===== config.mk =====
export PLATFORM = sky130hd
export DESIGN_NAME = cdb_arbiter
export DESIGN_NICKNAME = d
export VERILOG_FILES = /design/src/rtl/cdb_arbiter.sv
export SDC_FILE = /design/constraint.sdc
export NUM_CORES = 1
export LEC_CHECK = 0
export ABC_AREA = 1
export ABC_CLOCK_PERIOD_IN_PS = 2070
export CORE_UTILIZATION = 30
export DETAILED_ROUTE_END_ITERATION = 8
export GPL_TIMING_DRIVEN = 0
export PLACE_DENSITY_LB_ADDON = 0.3
export REMOVE_ABC_BUFFERS = 1
export SLEW_MARGIN = 20
export SYNTH_ARGS = -nofsm -noshare
export SYNTH_HDL_FRONTEND = slang
export SYNTH_SLANG_ARGS = --single-unit

===== constraint.sdc =====
create_clock -name clk -period 2.07 [get_ports clk]
set_input_delay 0.414 -clock clk [delete_from_list [all_inputs] [get_ports clk]]
set_output_delay 0.414 -clock clk [all_outputs]
set_load 0.05 [all_outputs]

===== src/rtl/cdb_arbiter.sv =====
// ============================================================================
// cdb_arbiter
//
// Purpose
//   Owns the Common Data Bus of the Tomasulo core.
//   Every functional unit raises a level request together with its result
//   payload. Each cycle one requester is picked in round-robin order, and its
//   payload is registered onto the bus with the ON bit set.
//   A unit that has just been granted sits out the following cycle. This
//   cooldown protects units whose request only drops at the "taken" negedge,
//   so that a single result is never broadcast twice.
//
// Parameters
//   NUM_REQ   number of functional-unit requesters (index 0 = ALU), >= 2
//   PAY_W     payload width {FU tag, RS one-hot[2:0], data[31:0]}
//
// Ports
//   clk       in   core clock; all state updates on its rising edge
//   rst_n     in   asynchronous reset, active low
//   flush     in   pipeline flush; kills the broadcast, holds the RR pointer
//   req       in   per-unit CDB request, level, held until taken
//   payload   in   per-unit result; slice i = payload[i*PAY_W +: PAY_W]
//   cdb       out  {ON, payload}; ON is the MSB (`CDB_ON_FIELD)
//   grant     out  registered one-hot of the unit currently on the bus
//   busy_cnt  out  saturating count of cycles that carried a broadcast
// ============================================================================

`ifndef NUM_CDBBITS
`define NUM_CDBBITS 38
`endif
`ifndef CDB_ON_FIELD
`define CDB_ON_FIELD 37
`endif

module cdb_arbiter #(
    parameter int NUM_REQ = 4,
    parameter int PAY_W   = `NUM_CDBBITS - 1
) (
    input  logic                     clk,
    input  logic                     rst_n,
    input  logic                     flush,
    input  logic [NUM_REQ-1:0]       req,
    input  logic [NUM_REQ*PAY_W-1:0] payload,
    output logic [`NUM_CDBBITS-1:0]  cdb,
    output logic [NUM_REQ-1:0]       grant,
    output logic [15:0]              busy_cnt
);

    localparam int PTR_W = $clog2(NUM_REQ);

    logic [PTR_W-1:0]   ptr;
    logic [PTR_W-1:0]   sel;
    logic [PTR_W-1:0]   next_ptr;
    logic [PTR_W-1:0]   cand;
    logic [PTR_W:0]     sum;
    logic [NUM_REQ-1:0] cooldown;
    logic [NUM_REQ-1:0] eligible;
    logic [NUM_REQ-1:0] sel_onehot;
    logic               hit;
    logic [PAY_W-1:0]   sel_payload;

    // The cooldown mask is always the one-hot of the previous cycle's
    // winner. It is cleared on idle cycles, on flush and on reset, which
    // is exactly the behaviour of the registered grant. So grant is reused
    // as the mask and no second copy of that state is kept.
    assign cooldown = grant;

    // Round-robin search. Candidates are visited starting at ptr and
    // wrapping modulo NUM_REQ. The sum carries one spare bit, so the wrap
    // is also correct when NUM_REQ is not a power of two.
    always_comb begin
        eligible = req & ~cooldown;
        hit      = 1'b0;
        sel      = ptr;
        sum      = '0;
        cand     = '0;
        for (int k = 0; k < NUM_REQ; k++) begin
            sum = {1'b0, ptr} + (PTR_W + 1)'(k);
            if (sum >= (PTR_W + 1)'(NUM_REQ)) begin
                sum = sum - (PTR_W + 1)'(NUM_REQ);
            end
            cand = sum[PTR_W-1:0];
            if (!hit && eligible[cand]) begin
                hit = 1'b1;
                sel = cand;
            end
        end
    end

    // Winner-derived values: the pointer moves just past the winner, and
    // the winner's payload slice is muxed out for registering.
    always_comb begin
        if (int'(sel) == NUM_REQ - 1) begin
            next_ptr = '0;
        end else begin
            next_ptr = sel + 1'b1;
        end
        sel_onehot  = NUM_REQ'(1) << sel;
        sel_payload = payload[sel*PAY_W +: PAY_W];
    end

    // Bus, grant, pointer and activity counter.
    // Flush has priority over any request and leaves the pointer untouched,
    // so fairness resumes from where it stopped. Idle cycles drive an
    // all-zero bus rather than holding the stale payload. This keeps the
    // bus contents unambiguous when the ON bit is low.
    always_ff @(posedge clk or negedge rst_n) begin
        if (!rst_n) begin
            cdb      <= '0;
            grant    <= '0;
            ptr      <= '0;
            busy_cnt <= '0;
        end else if (flush) begin
            cdb   <= '0;
            grant <= '0;
        end else if (hit) begin
            cdb   <= {1'b1, sel_payload};
            grant <= sel_onehot;
            ptr   <= next_ptr;
            if (busy_cnt != 16'hFFFF) begin
                busy_cnt <= busy_cnt + 16'd1;
            end
        end else begin
            cdb   <= '0;
            grant <= '0;
        end
    end

endmodule

**After elaboration in Yosys (flattened, before gate mapping)**

Index checks and enable logic that the tools add are counted.

- Add/sub/neg operators: 9
- $mul: 1
- $lt $le $gt $ge: 8
- Equal/unequal tests: 2
- Shifts and indexed selects: 2
- Mux-type cells: 25
- Bitwise operators: 3
- Reduce and logical (&&, ||, !) cells: 8

Operators by type and width:

| kind | number |
|---|---|
| $shiftx A148 B9 Y37 | 1 |
| $mux W38 | 2 |
| $mux W2 | 9 |
| $add A16 B1 Y16 const B | 1 |
| $ne A16 B16 Y1 const B | 1 |
| $lt A2 B3 Y1 const B | 4 |
| $ge A3 B3 Y1 const B | 3 |
| $bmux W1 S2 | 4 |
| $mul A2 B6 Y8 const B | 1 |
| $mux W1 | 8 |
| $mux W4 | 2 |
| $sub A2 B1 Y2 const B | 4 |
| $add A2 B2 Y3 const B | 2 |
| $and A4 B4 Y4 | 1 |
| $not A4 Y4 | 1 |
| $shl A1 B2 Y4 const A | 1 |
| $add A2 B1 Y3 const B | 1 |
| $ge A2 B3 Y1 const B | 1 |
| $logic_and A1 B1 Y1 | 3 |
| $logic_not A1 Y1 | 3 |
| $reduce_and A3 Y1 | 1 |
| $add A2 B1 Y2 const B | 1 |
| $eq A2 B1 Y1 const B | 1 |
| $reduce_and A2 Y1 | 1 |
| $not A1 Y1 | 1 |

- Register bits after elaboration: 60
- Output and inout port bits: 58

**Longest topological paths before layout**

Gate-level depths: netlist of run 1.

- Depth in word-level cells: 18
- Depth in mapped cells: 18

**Worst setup path before layout of run 1**

Ideal clock, no wire load.

- Path kind: reg-to-reg
- Start point: register grant[2]
- End point: register ptr[1]
- Library setup time: 0.133 ns
- Arrival time: 2.140 ns
- Required time: 1.937 ns
- Setup slack: -0.204 ns
- Stages on the path, launching flop included: 14
- Buffers on the path: 2
- Cell sequence: dfrtp_1 inv_1 nand3_2 nand3_1 and2_2 nor2_8 nand2_4 nor2_2 a21oi_4 buf_6 buf_4 ha_1 nand2_1 o21ai_0

- Longest elaborated chain between the ends: 16
- Elaborated cells between the ends (all ways): 28
- Classes of those cells: add/sub: 1; eq/ne: 1; mux: 17; bitwise: 2; reduce/logical: 7

Ends and longest elaborated chain:

| what | line | source |
|---|---|---|
| start: declaration | 45 | `output logic [NUM_REQ-1:0] grant,` |
| start signal: assignment | 118 | `grant <= sel_onehot;` |
| $not A4 Y4 * | 72 | `eligible = req & ~cooldown;` |
| $and A4 B4 Y4 * | 72 |  |
| $bmux W1 S2 | 83 | `if (!hit && eligible[cand]) begin` |
| $mux W1 (implied by the code) | 83 |  |
| $mux W1 | 83 |  |
| $logic_not A1 Y1 | 83 |  |
| $logic_and A1 B1 Y1 | 83 |  |
| $mux W1 | 83 |  |
| $logic_not A1 Y1 | 83 |  |
| $logic_and A1 B1 Y1 | 83 |  |
| $mux W1 | 83 |  |
| $logic_not A1 Y1 | 83 |  |
| $logic_and A1 B1 Y1 | 83 |  |
| $mux W2 * | 83 |  |
| $add A2 B1 Y2 or $eq A2 B1 Y1 (tied branches) | 96, 93 |  |
| $mux W2 * | 93 | `if (int'(sel) == NUM_REQ - 1) begin` |
| named net next_ptr[1] | 53 | `logic [PTR_W-1:0] next_ptr;` |
| end signal: assignment | 119 | `ptr <= next_ptr;` |
| end: declaration | 51 | `logic [PTR_W-1:0] ptr;` |

The timed path passes the listed nets; every way through them passes the cells marked *. The select of a mux whose other input is x is not followed.
A chain may end at the register's enable or synchronous reset.

**Worst setup path in the final report of run 1**

- Start point: input port req[1]
- End point: register cdb[20]

- Longest elaborated chain between the ends: 17
- Elaborated cells between the ends (all ways): 27
- Classes of those cells: mul: 1; shift: 1; mux: 18; bitwise: 1; reduce/logical: 6

Ends and longest elaborated chain:

| what | line | source |
|---|---|---|
| start: declaration | 42 | `input logic [NUM_REQ-1:0] req,` |
| $and A4 B4 Y4 * | 72 |  |
| $bmux W1 S2 | 83 |  |
| $mux W1 (implied by the code) | 83 |  |
| $mux W1 | 83 |  |
| $logic_not A1 Y1 | 83 |  |
| $logic_and A1 B1 Y1 | 83 |  |
| $mux W1 | 83 |  |
| $logic_not A1 Y1 | 83 |  |
| $logic_and A1 B1 Y1 | 83 |  |
| $mux W1 | 83 |  |
| $logic_not A1 Y1 | 83 |  |
| $logic_and A1 B1 Y1 | 83 |  |
| $mux W2 | 83 |  |
| $mul A2 B6 Y8 | 99 | `sel_payload = payload[sel*PAY_W +: PAY_W];` |
| $shiftx A148 B9 Y37 | 99 |  |
| $mux W38 * | 116 | `end else if (hit) begin` |
| $mux W38 * | 113 | `end else if (flush) begin` |
| end signal: assignment | 117 | `cdb <= {1'b1, sel_payload};` |
| end: declaration | 44 | `` output logic [`NUM_CDBBITS-1:0] cdb, `` |

Mark *: on every way between the ends. The rest lies on a longest branch, timed or not. The select of a mux whose other input is x is not followed.

==> results of run 1 <==
[layout make-up]
type | instances | area share, %
Clock buffer | 13 | 3.17
Clock inverter | 2 | 0.122
Inverter | 59 | 2.88
Multi-Input combinational cell | 511 | 33.7
Sequential cell | 60 | 18.4
Tap cell | 180 | 2.74
Timing Repair Buffer | 286 | 39.0
[registers in the layout, summed over array words and instances, names as in the netlist]
signal    flops
cdb          38
busy_cnt     16
grant         4
ptr           2
[worst min-delay path by stage]
stage                start     endpoint  slack, ns  cells past startpoint
2_1_floorplan        rst_n  busy_cnt[0]       0.12                      0
3_3_place_gp   busy_cnt[8]  busy_cnt[8]       0.48                      1
3_5_place_dp         rst_n     grant[0]       0.34                      1
4_1_cts        busy_cnt[8]  busy_cnt[8]       0.50                      1
5_1_grt        busy_cnt[8]  busy_cnt[8]       0.52                      1
6_report       busy_cnt[8]  busy_cnt[8]       0.50                      1
[what timing repair did]
item / in CTS / in global routing
endpoints found under the setup margin: 60 / 61
buffers inserted: 43 / 10
gates resized for setup: 71 / 43
pin swaps: 24 / 20
endpoints found under the hold margin: 22 / 0
cloned: 20 / 5
hold buffers: 1 / 0
[logic make-up after synthesis]
logic type,count (synthesis)
simple gates,479
flops,60
buf+inv,97
xor+xnor,13
compound gates,5
fa+ha+maj,5
[power by group through the flow]
| stage | Combinational, mW | Sequential (mW) | Clock (mW) |
|---|---|---|---|
| floorplan | 4.36 | 3.19 | 0 |
| global placement | 6.97 | 1.86 | 0 |
| detailed placement | 8.64 | 1.88 | 0 |
| CTS | 12.9 | 1.87 | 1.42 |
| global route | 15.3 | 1.93 | 1.48 |
| finish | 14.3 | 1.90 | 1.39 |
[per-layer routing]
layer	GRT usage [%]	share of wire (%)	wire length [um]
met5	0	0	0
met4	8.92	3.1	653
met3	7.68	8.1	1720
met2	47.5	50	10500
met1	33.0	39	8290
[per-stage QoR]
step	setup WS, ns	utilization (%)	instances
floorplan	-1.74	-	621
global placement	-3.33	45.8	1013
detailed placement	-1.63	47.0	1019
CTS	-0.140	56.3	1097
global route	-0.429	58.7	1111
finish	-0.333	58.7	1111
[placed cells by master (no fill, tap or decap), drive strengths merged, types with 4 or more instances in the layout]
cell type and n:
nand2 281, inv 58, ha 5, o21ai 4
dfrtp 60, xor2 8, nand3b 37, xnor2 5
buf 68, clkbuf 17, nor2 95, nand3 65
clkdlybuf4s50 208
[worst max-delay path, delay by kind of cell]
kind / cells / cell delay (ns)
AND/OR/NAND/NOR: 13 / 1.42
buffers and inverters: 3 / 0.79
==> results_dict.tcl, run 1 <==
set metrics [dict create \
    status "finished, violations left" \
    violations "setup timing" \
    tritoncts "done" \
    yosysWarnings 0 \
    synth_xor_area_share_pct 2.63 \
    io_buffer_count 212 \
    drive_gt1_share_pct 17.0 \
    max_freq_mhz 416 \
    final_area_um2 8210 \
    synth_mux_area_share_pct 0 \
    synth_top_cell_by_area "dfrtp_1" \
    finalCritPeriodShare_pct 116 \
    yosysSeqAreaShare_pct 34.7 \
    power_frac_seq_pct 10.8 \
    clockRootBuffer "clkbuf_16" \
    total_power_mw 17.6 \
    core_um2 14000 \
    cts_buffer_depth 2 \
    path_class "in -> reg" \
    cts_buffers 9 \
    synth_async_sr_flop_share_pct 100 \
    setup_ws_ns -0.333 \
    worstSkewPairLatency_ns 0.33 \
    post-synth-top-count-cell "nand2_1" \
    syn_area_um2 4330 \
    syn_avg_cell_area_um2 6.57 \
    gp_congestion 0.855 \
    r2r_start "ptr[0]" \
    fin_nets 1087 \
    synth-edff-count 0 \
    synth_commonest_cells "nand2_1 (270), nor2_1 (88), dfrtp_1 (60), nand3_1 (60), inv_1 (57)" \
    r2r-end "cdb[20]" \
    power.internal_mw 8.56 \
    cts_htree_levels 3 \
    clk_pin_slew_ns 0.05 \
    fillers 1277 \
    multiInputGateArea_um2 2770 \
    rrSetupSlack_ns -0.33 \
    die_w_um 122 \
    p_comb_share_pct 81.3 \
    tns_ns -15.03 \
    clock_sinks 60 \
    wl_um 21200 \
    crit_path_max_fanout 8 \
    maxCapViolations 0 \
    synth_compound_area_share_pct 0.837 \
    worst-r2r-cell-count 16 \
    synth_top_family_by_area "simple AND/OR/NAND/NOR gates" \
    fp-row-count 43 \
    synthTopCellsByArea "dfrtp_1 (35%), nand2_1 (23%), nor2_1 (7.6%), nand3_1 (6.9%), nand3b_1 (6.4%)" \
    ir_drop_v 0.00145 \
    critPathCapture "cdb[20]" \
    final.setup_skew_ns 0.00553 \
    grt_pass1_vias 5055 \
    drt_iter0_markers 359 \
    diodes 0 \
    synthAdderAreaFrac_pct 1.44 \
    crit_path_start_kind "primary input" \
    max_slew_margin_pct 61.2 \
    drc 0 \
    leakagePower_nw 4.05 \
    wire_per_inst_um 19.1 \
    switching_share_pct 51.3 \
    drtPass1Iterations 5 \
    synth-seq-cells 60 \
    rsz0062_at_grt "yes" \
    viasPerCell 4.81 \
    end_kind "register" \
    hold_violations 0 \
    crit_chain "clkdlybuf4s50_1 -> nand3_1 -> nand3_1 -> nand2_4 -> nand2_4 -> nor2_8 -> nand2_8 -> nand2_8 -> buf_16 -> nand2_8 -> buf_16 -> nand2_4 -> nand2_1 -> nand2_1 -> nand2_1 -> nor2_2" \
    ant_nets 0 \
    arrival_ns 2.66 \
    ios 213 \
    crit_start "req[1]" \
    period_minus_slack_ns 2.40 \
    cpMaxStageDelayCell "clkdlybuf4s50_1" \
    start_util_pct 31.0 \
    seqCellArea_um2 1510 \
    syn2layout_area_growth_pct 89.4 \
    num_vias 5345 \
    clkPwrFrac_pct 7.9 \
    hold_class "reg -> reg" \
    grt_max_degree 39 \
    drv_slew 0 \
    tightest_slew_ns 0.581 \
    synthCells 659 \
    synth-simple-area-share_pct 48.8 \
    synthFlopType "dfrtp_1" \
    hold_slack_ns 0.503 \
    max_stage_delay_ns 0.48 \
    power_density_nw_per_um2 2140 \
    gr-total-overflow 0 \
    place_hpwl_um 9600 \
    required_ns 2.33 \
    die_area_um2 14900 \
    place_area_um2 6570 \
    synth_top_area_share_pct 34.7 \
    setup_viol 59 \
    synth.distinct_cells 30 \
    grt_pass1_wl_um 29900 \
    antenna_found_initial 0 \
    track_usage_pct 27.6 \
    p_sw_mw 9.01 \
    die_h_um 122 \
]
(Power assumes the default switching activity.)
==> run 2, diff against run 1 <==
--- a/config.mk
+++ b/config.mk
@@ -6,11 +6,12 @@
 export NUM_CORES = 1
 export LEC_CHECK = 0
 export ABC_AREA = 1
-export ABC_CLOCK_PERIOD_IN_PS = 2070
+export ABC_CLOCK_PERIOD_IN_PS = 1980
 export CORE_UTILIZATION = 30
 export DETAILED_ROUTE_END_ITERATION = 8
 export GPL_TIMING_DRIVEN = 0
 export PLACE_DENSITY_LB_ADDON = 0.3
+export RECOVER_POWER = 25
 export REMOVE_ABC_BUFFERS = 1
 export SLEW_MARGIN = 20
 export SYNTH_ARGS = -nofsm -noshare
==> constraint.sdc (replaced) <==
create_clock -name clk -period 1.98 [get_ports clk]
set_input_delay 0.396 -clock clk [delete_from_list [all_inputs] [get_ports clk]]
set_output_delay 0.396 -clock clk [all_outputs]
set_load 0.05 [all_outputs]
==> run 2 against run 1 <==
  * The run still ends with setup timing left
  * Via count barely moved
  * Combinational power rose by 5%
  * Clock power rose by 5%
  * Total power rose by 5.2%
  * Global-route usage rose by 0.11 points
  * Register-to-register slack got worse by 0.03 ns
  * Largest power group unchanged
==> results_dict.tcl, run 2 (synthesized netlist as in run 1, its figures left out) <==
set metrics [dict create \
    grt_pass1_vias 5088 \
    worstSkewPairLatency_ns 0.33 \
    place_area_um2 6570 \
    diodes 0 \
    reg.largest.list "cdb x38, busy_cnt x16, grant x4" \
    num_vias 5341 \
    violations "setup timing" \
    crit_path_start_kind "primary input" \
    drv_slew 0 \
    final_cell_mix "nand2_1 (236), clkdlybuf4s50_1 (196), nor2_1 (79), dfrtp_1 (58), nand3_1 (53)" \
    drtPass1Iterations 4 \
    hold_class "reg -> reg" \
    start_util_pct 31.0 \
    setup_ws_ns -0.406 \
    mostFrequentLayoutCell "nand2_1" \
    wire_per_inst_um 19.1 \
    fin_nets 1087 \
    hold_violations 0 \
    period_minus_slack_ns 2.39 \
    die_h_um 122 \
    rrSetupSlack_ns -0.36 \
    clockRootBuffer "clkbuf_16" \
    required_ns 2.20 \
    wl_um 21300 \
    crit_chain "clkdlybuf4s50_1 -> nand3_1 -> nand3_1 -> and2_4 -> nand3_1 -> nand2_2 -> nand2_4 -> a21oi_4 -> clkbuf_16 -> buf_16 -> nand2_1 -> nand2_1 -> nor2_2" \
    maxCapViolations 0 \
    crit_path_max_fanout 8 \
    fillers 1241 \
    cts_buffers 9 \
    clock_sinks 60 \
    cts_buffer_depth 2 \
    ios 213 \
    utilization_pct 59.4 \
    cts_htree_levels 3 \
    track_usage_pct 27.7 \
    hold_slack_ns 0.502 \
    status "finished, violations left" \
    io_buffer_count 212 \
    place_hpwl_um 9600 \
    power_density_nw_per_um2 2220 \
    leakagePower_nw 4.19 \
    cpMaxStageDelayCell "clkdlybuf4s50_1" \
    drt_iter0_markers 351 \
    drc 0 \
    largest_register_ffs 38 \
    end_kind "register" \
    gp_congestion 0.855 \
    final_area_um2 8310 \
    tightest_slew_ns 0.618 \
    core_um2 14000 \
    grt_pass1_wl_um 30100 \
    clk_pin_slew_ns 0.05 \
    multiInputGateArea_um2 2870 \
    finalCritPeriodShare_pct 120 \
    drive_gt1_share_pct 19.8 \
    ant_nets 0 \
    max_freq_mhz 419 \
    seqCellArea_um2 1510 \
    grt_max_degree 39 \
    die_area_um2 14900 \
    total_power_mw 18.5 \
    path_class "in -> reg" \
    max_flop_register "cdb" \
    place_ws_ns -1.70 \
    max_stage_delay_ns 0.54 \
    final.setup_skew_ns 0.00552 \
    tritoncts "done" \
    setup_viol 61 \
    rsz0062_at_grt "yes" \
    antenna_found_initial 0 \
    arrival_ns 2.61 \
    die_w_um 122 \
    fp-row-count 43 \
    ir_drop_v 0.00159 \
    crit_top_cell "nand3_1" \
    viasPerCell 4.81 \
    max_slew_margin_pct 58.8 \
    syn2layout_area_growth_pct 91.8 \
    gr-total-overflow 0 \
]
## run 2: per-stage QoR
stage	cells	TNS, ns
after CTS	1100	-9.30
after global placement	1013	-262.60
after global routing	1111	-21.86
after detailed placement	1019	-70.59
after floorplan	621	-76.08
final	1111	-18.19
## run 2: layer usage
metal	GRT usage, %	up-vias	wire length [um]
li1	-	2565	-
met1	32.8	2472	8220
met2	47.4	257	10500
met3	8.10	47	1870
met4	9.60	0	712
met5	0	-	0
## run 2: path summary, 6_finish.rpt
check | start | end | cells after the start
setup / recovery | req[3] | cdb[20] | 13
setup reg to reg | ptr[0] | cdb[20] | 16
max in group asynchronous | rst_n | ptr[0] | 3
min in group asynchronous | rst_n | grant[0] | 2
hold reg to reg | busy_cnt[8] | busy_cnt[8] | 1
hold / removal | busy_cnt[8] | busy_cnt[8] | 1
## run 2: area by class of cell
class,instances,area share (%)
Timing Repair Buffer,286,38.4
Multi-Input combinational cell,511,34.6
Sequential cell,60,18.1
Clock buffer,13,3.13
Inverter,59,2.97
Tap cell,180,2.71
Clock inverter,2,0.120
## run 2: critical path, delay by kind of cell
kind / cells / cell delay (ns)
simple gates: 9 / 1.04
buf+inv: 3 / 0.90
compound gates: 1 / 0.25
## run 2: where the power goes
part	internal, mW	switching (mW)
Clock	0.905	0.560
Combinational	6.35	8.69
Sequential	1.71	0.280
## run 2: timing repair
item,in CTS,in global routing
hold endpoints to repair,22,0
pin swaps,24,31
hold buffers,1,0
endpoints found under the setup margin,65,69
cloned,21,3
setup buffers,44,9
resized for setup,82,84
==> run 3, diff against run 2 <==
--- a/config.mk
+++ b/config.mk
@@ -7,7 +7,7 @@
 export LEC_CHECK = 0
 export ABC_AREA = 1
 export ABC_CLOCK_PERIOD_IN_PS = 1980
-export CORE_UTILIZATION = 30
+export CORE_UTILIZATION = 37
 export DETAILED_ROUTE_END_ITERATION = 8
 export GPL_TIMING_DRIVEN = 0
 export PLACE_DENSITY_LB_ADDON = 0.3
==> run 3 against run 2 <==
  * The flow still finishes with violations (setup timing)
  * Via count is 0.41% higher
  * Hold slack got worse by 0.0072 ns
  * Count of clock-buffer cells in the layout down 1
  * Critical path depth rose by 2
  * Cell count decreased by 3.9%
  * Final area decreased by 1.1%
  * Critical path type is now reg -> reg
  * Highest routed layer unchanged
==> results_dict.tcl, run 3 (synthesized netlist as in run 1, its figures left out) <==
set metrics [dict create \
    clkPwrFrac_pct 9.4 \
    fin_nets 1080 \
    final_cell_mix "nand2_1 (237), clkdlybuf4s50_1 (194), nor2_1 (79), dfrtp_1 (58), inv_1 (52)" \
    die_area_um2 12100 \
    grt_pass1_wl_um 26200 \
    max_slew_margin_pct 22.4 \
    core_um2 11400 \
    ios 213 \
    io_buffer_count 212 \
    crit_path_max_fanout 6 \
    final.setup_skew_ns 0.00699 \
    tightest_slew_ns 1.16 \
    hold_start "busy_cnt[8]" \
    rsz0062_at_grt "yes" \
    diodes 0 \
    switching_share_pct 48.7 \
    path_class "reg -> reg" \
    power_density_nw_per_um2 2270 \
    power.internal_mw 9.59 \
    num_vias 5363 \
    worstSkewPairLatency_ns 0.32 \
    syn2layout_area_growth_pct 89.7 \
    cts_htree_levels 3 \
    status "finished, violations left" \
    place_hpwl_um 9580 \
    track_usage_pct 29.6 \
    grt_pass1_vias 4885 \
    drive_gt1_share_pct 19.6 \
    antenna_found_initial 0 \
    dp_cells 983 \
    period_minus_slack_ns 2.21 \
    mostFrequentLayoutCell "nand2_1" \
    end_kind "register" \
    die_h_um 110 \
    max_freq_mhz 453 \
    place_area_um2 6560 \
    cts_buffers 9 \
    finalCritPeriodShare_pct 111 \
    crit_path_start_kind "register" \
    gp_congestion 0.833 \
    die_w_um 110 \
    p_sw_mw 9.09 \
    power_frac_seq_pct 10.5 \
    wl_um 19200 \
    tns_ns -8.66 \
    setup_viol 56 \
    hold_class "reg -> reg" \
    drc 0 \
    tritoncts "done" \
    hold_depth 1 \
    gr-total-overflow 0 \
    worst-r2r-cell-count 15 \
    r2r_start "ptr[0]" \
    clk_pin_slew_ns 0.05 \
    clockRootBuffer "clkbuf_16" \
    wire_per_inst_um 18.0 \
    utilization_pct 72.0 \
    met2WireLength_um 9730 \
    violations "setup timing" \
    p_comb_share_pct 80.1 \
    final_area_um2 8220 \
    ir_drop_v 0.00209 \
    max_flop_register "cdb" \
    arrival_ns 2.44 \
    start_util_pct 37.9 \
    hold_slack_ns 0.495 \
    place_ws_ns -1.73 \
    drtPass1Iterations 4 \
    crit_start "ptr[0]" \
    clock_sinks 60 \
    largest_register_ffs 38 \
    total_power_mw 18.7 \
    ant_nets 0 \
    reg.largest.list "cdb x38, busy_cnt x16, grant x4" \
    top_layer_used "met4" \
    met3_length_um 1520 \
    grt_max_degree 43 \
    drv_slew 0 \
    viasPerCell 5.02 \
    fillers 905 \
    drt-met1-wl_um 7490 \
    cts_buffer_depth 2 \
    fin_cells 1068 \
    setup_ws_ns -0.225 \
    maxCapViolations 0 \
    drt_iter0_markers 389 \
    required_ns 2.21 \
    fp-row-count 39 \
    hold_violations 0 \
    leakagePower_nw 4.18 \
]
run 3: final cells by class:
cell class / instances / area [um2] / area share, %
flip-flops and latches: 60 / 1500 / 18.3
clock inverters: 4 / 70.1 / 0.852
inverters: 59 / 249 / 3.03
clock buffers: 12 / 267 / 3.24
well taps: 143 / 179 / 2.18
repair buffers: 282 / 3210 / 39.0
multi-input cells: 508 / 2740 / 33.4
run 3: layer usage:
layer  track usage [%]  vias up
met5                 0        -
met4              9.59        0
li1                  -     2553
met1              34.2     2511
met3              7.70       41
met2              53.2      258
run 3: path summary, 6_finish.rpt:
| check | endpoint | slack, ns |
|---|---|---|
| hold reg to reg | busy_cnt[8] | 0.49 |
| min in group asynchronous | cdb[24] | 0.83 |
| setup reg to reg | ptr[1] | -0.23 |
| max in group asynchronous | cdb[18] | 0.11 |
| hold / removal | busy_cnt[8] | 0.49 |
| setup / recovery | ptr[1] | -0.23 |
run 3: critical path: stages (launching register included):
cell	delay, ns
dfrtp_2	0.44
buf_6	0.17
nand3_4	0.09
nand2_2	0.11
nand2_1	0.07
nand2_2	0.10
buf_4	0.12
nand3_2	0.07
nand2_2	0.11
nand2_8	0.07
buf_16	0.15
nand2_8	0.13
inv_8	0.05
ha_4	0.26
nand2_1	0.04
o21ai_1	0.11
run 3: power groups by stage:
stage / clock [mW] / combinational [mW] / sequential, mW
finish: 1.76 / 15.0 / 1.96
floorplan: 0 / 4.53 / 3.34
CTS: 1.77 / 13.1 / 1.94
detailed placement: 0 / 9.25 / 1.96
global placement: 0 / 7.17 / 1.93
global route: 1.84 / 15.9 / 2.00
run 3: repair_timing:
item	CTS	global route
endpoints found under the setup margin	64	67
hold buffers	1	0
gates resized for setup	80	73
gates cloned	15	8
endpoints found under the hold margin	18	0
pin swaps	19	19
buffers inserted	29	18
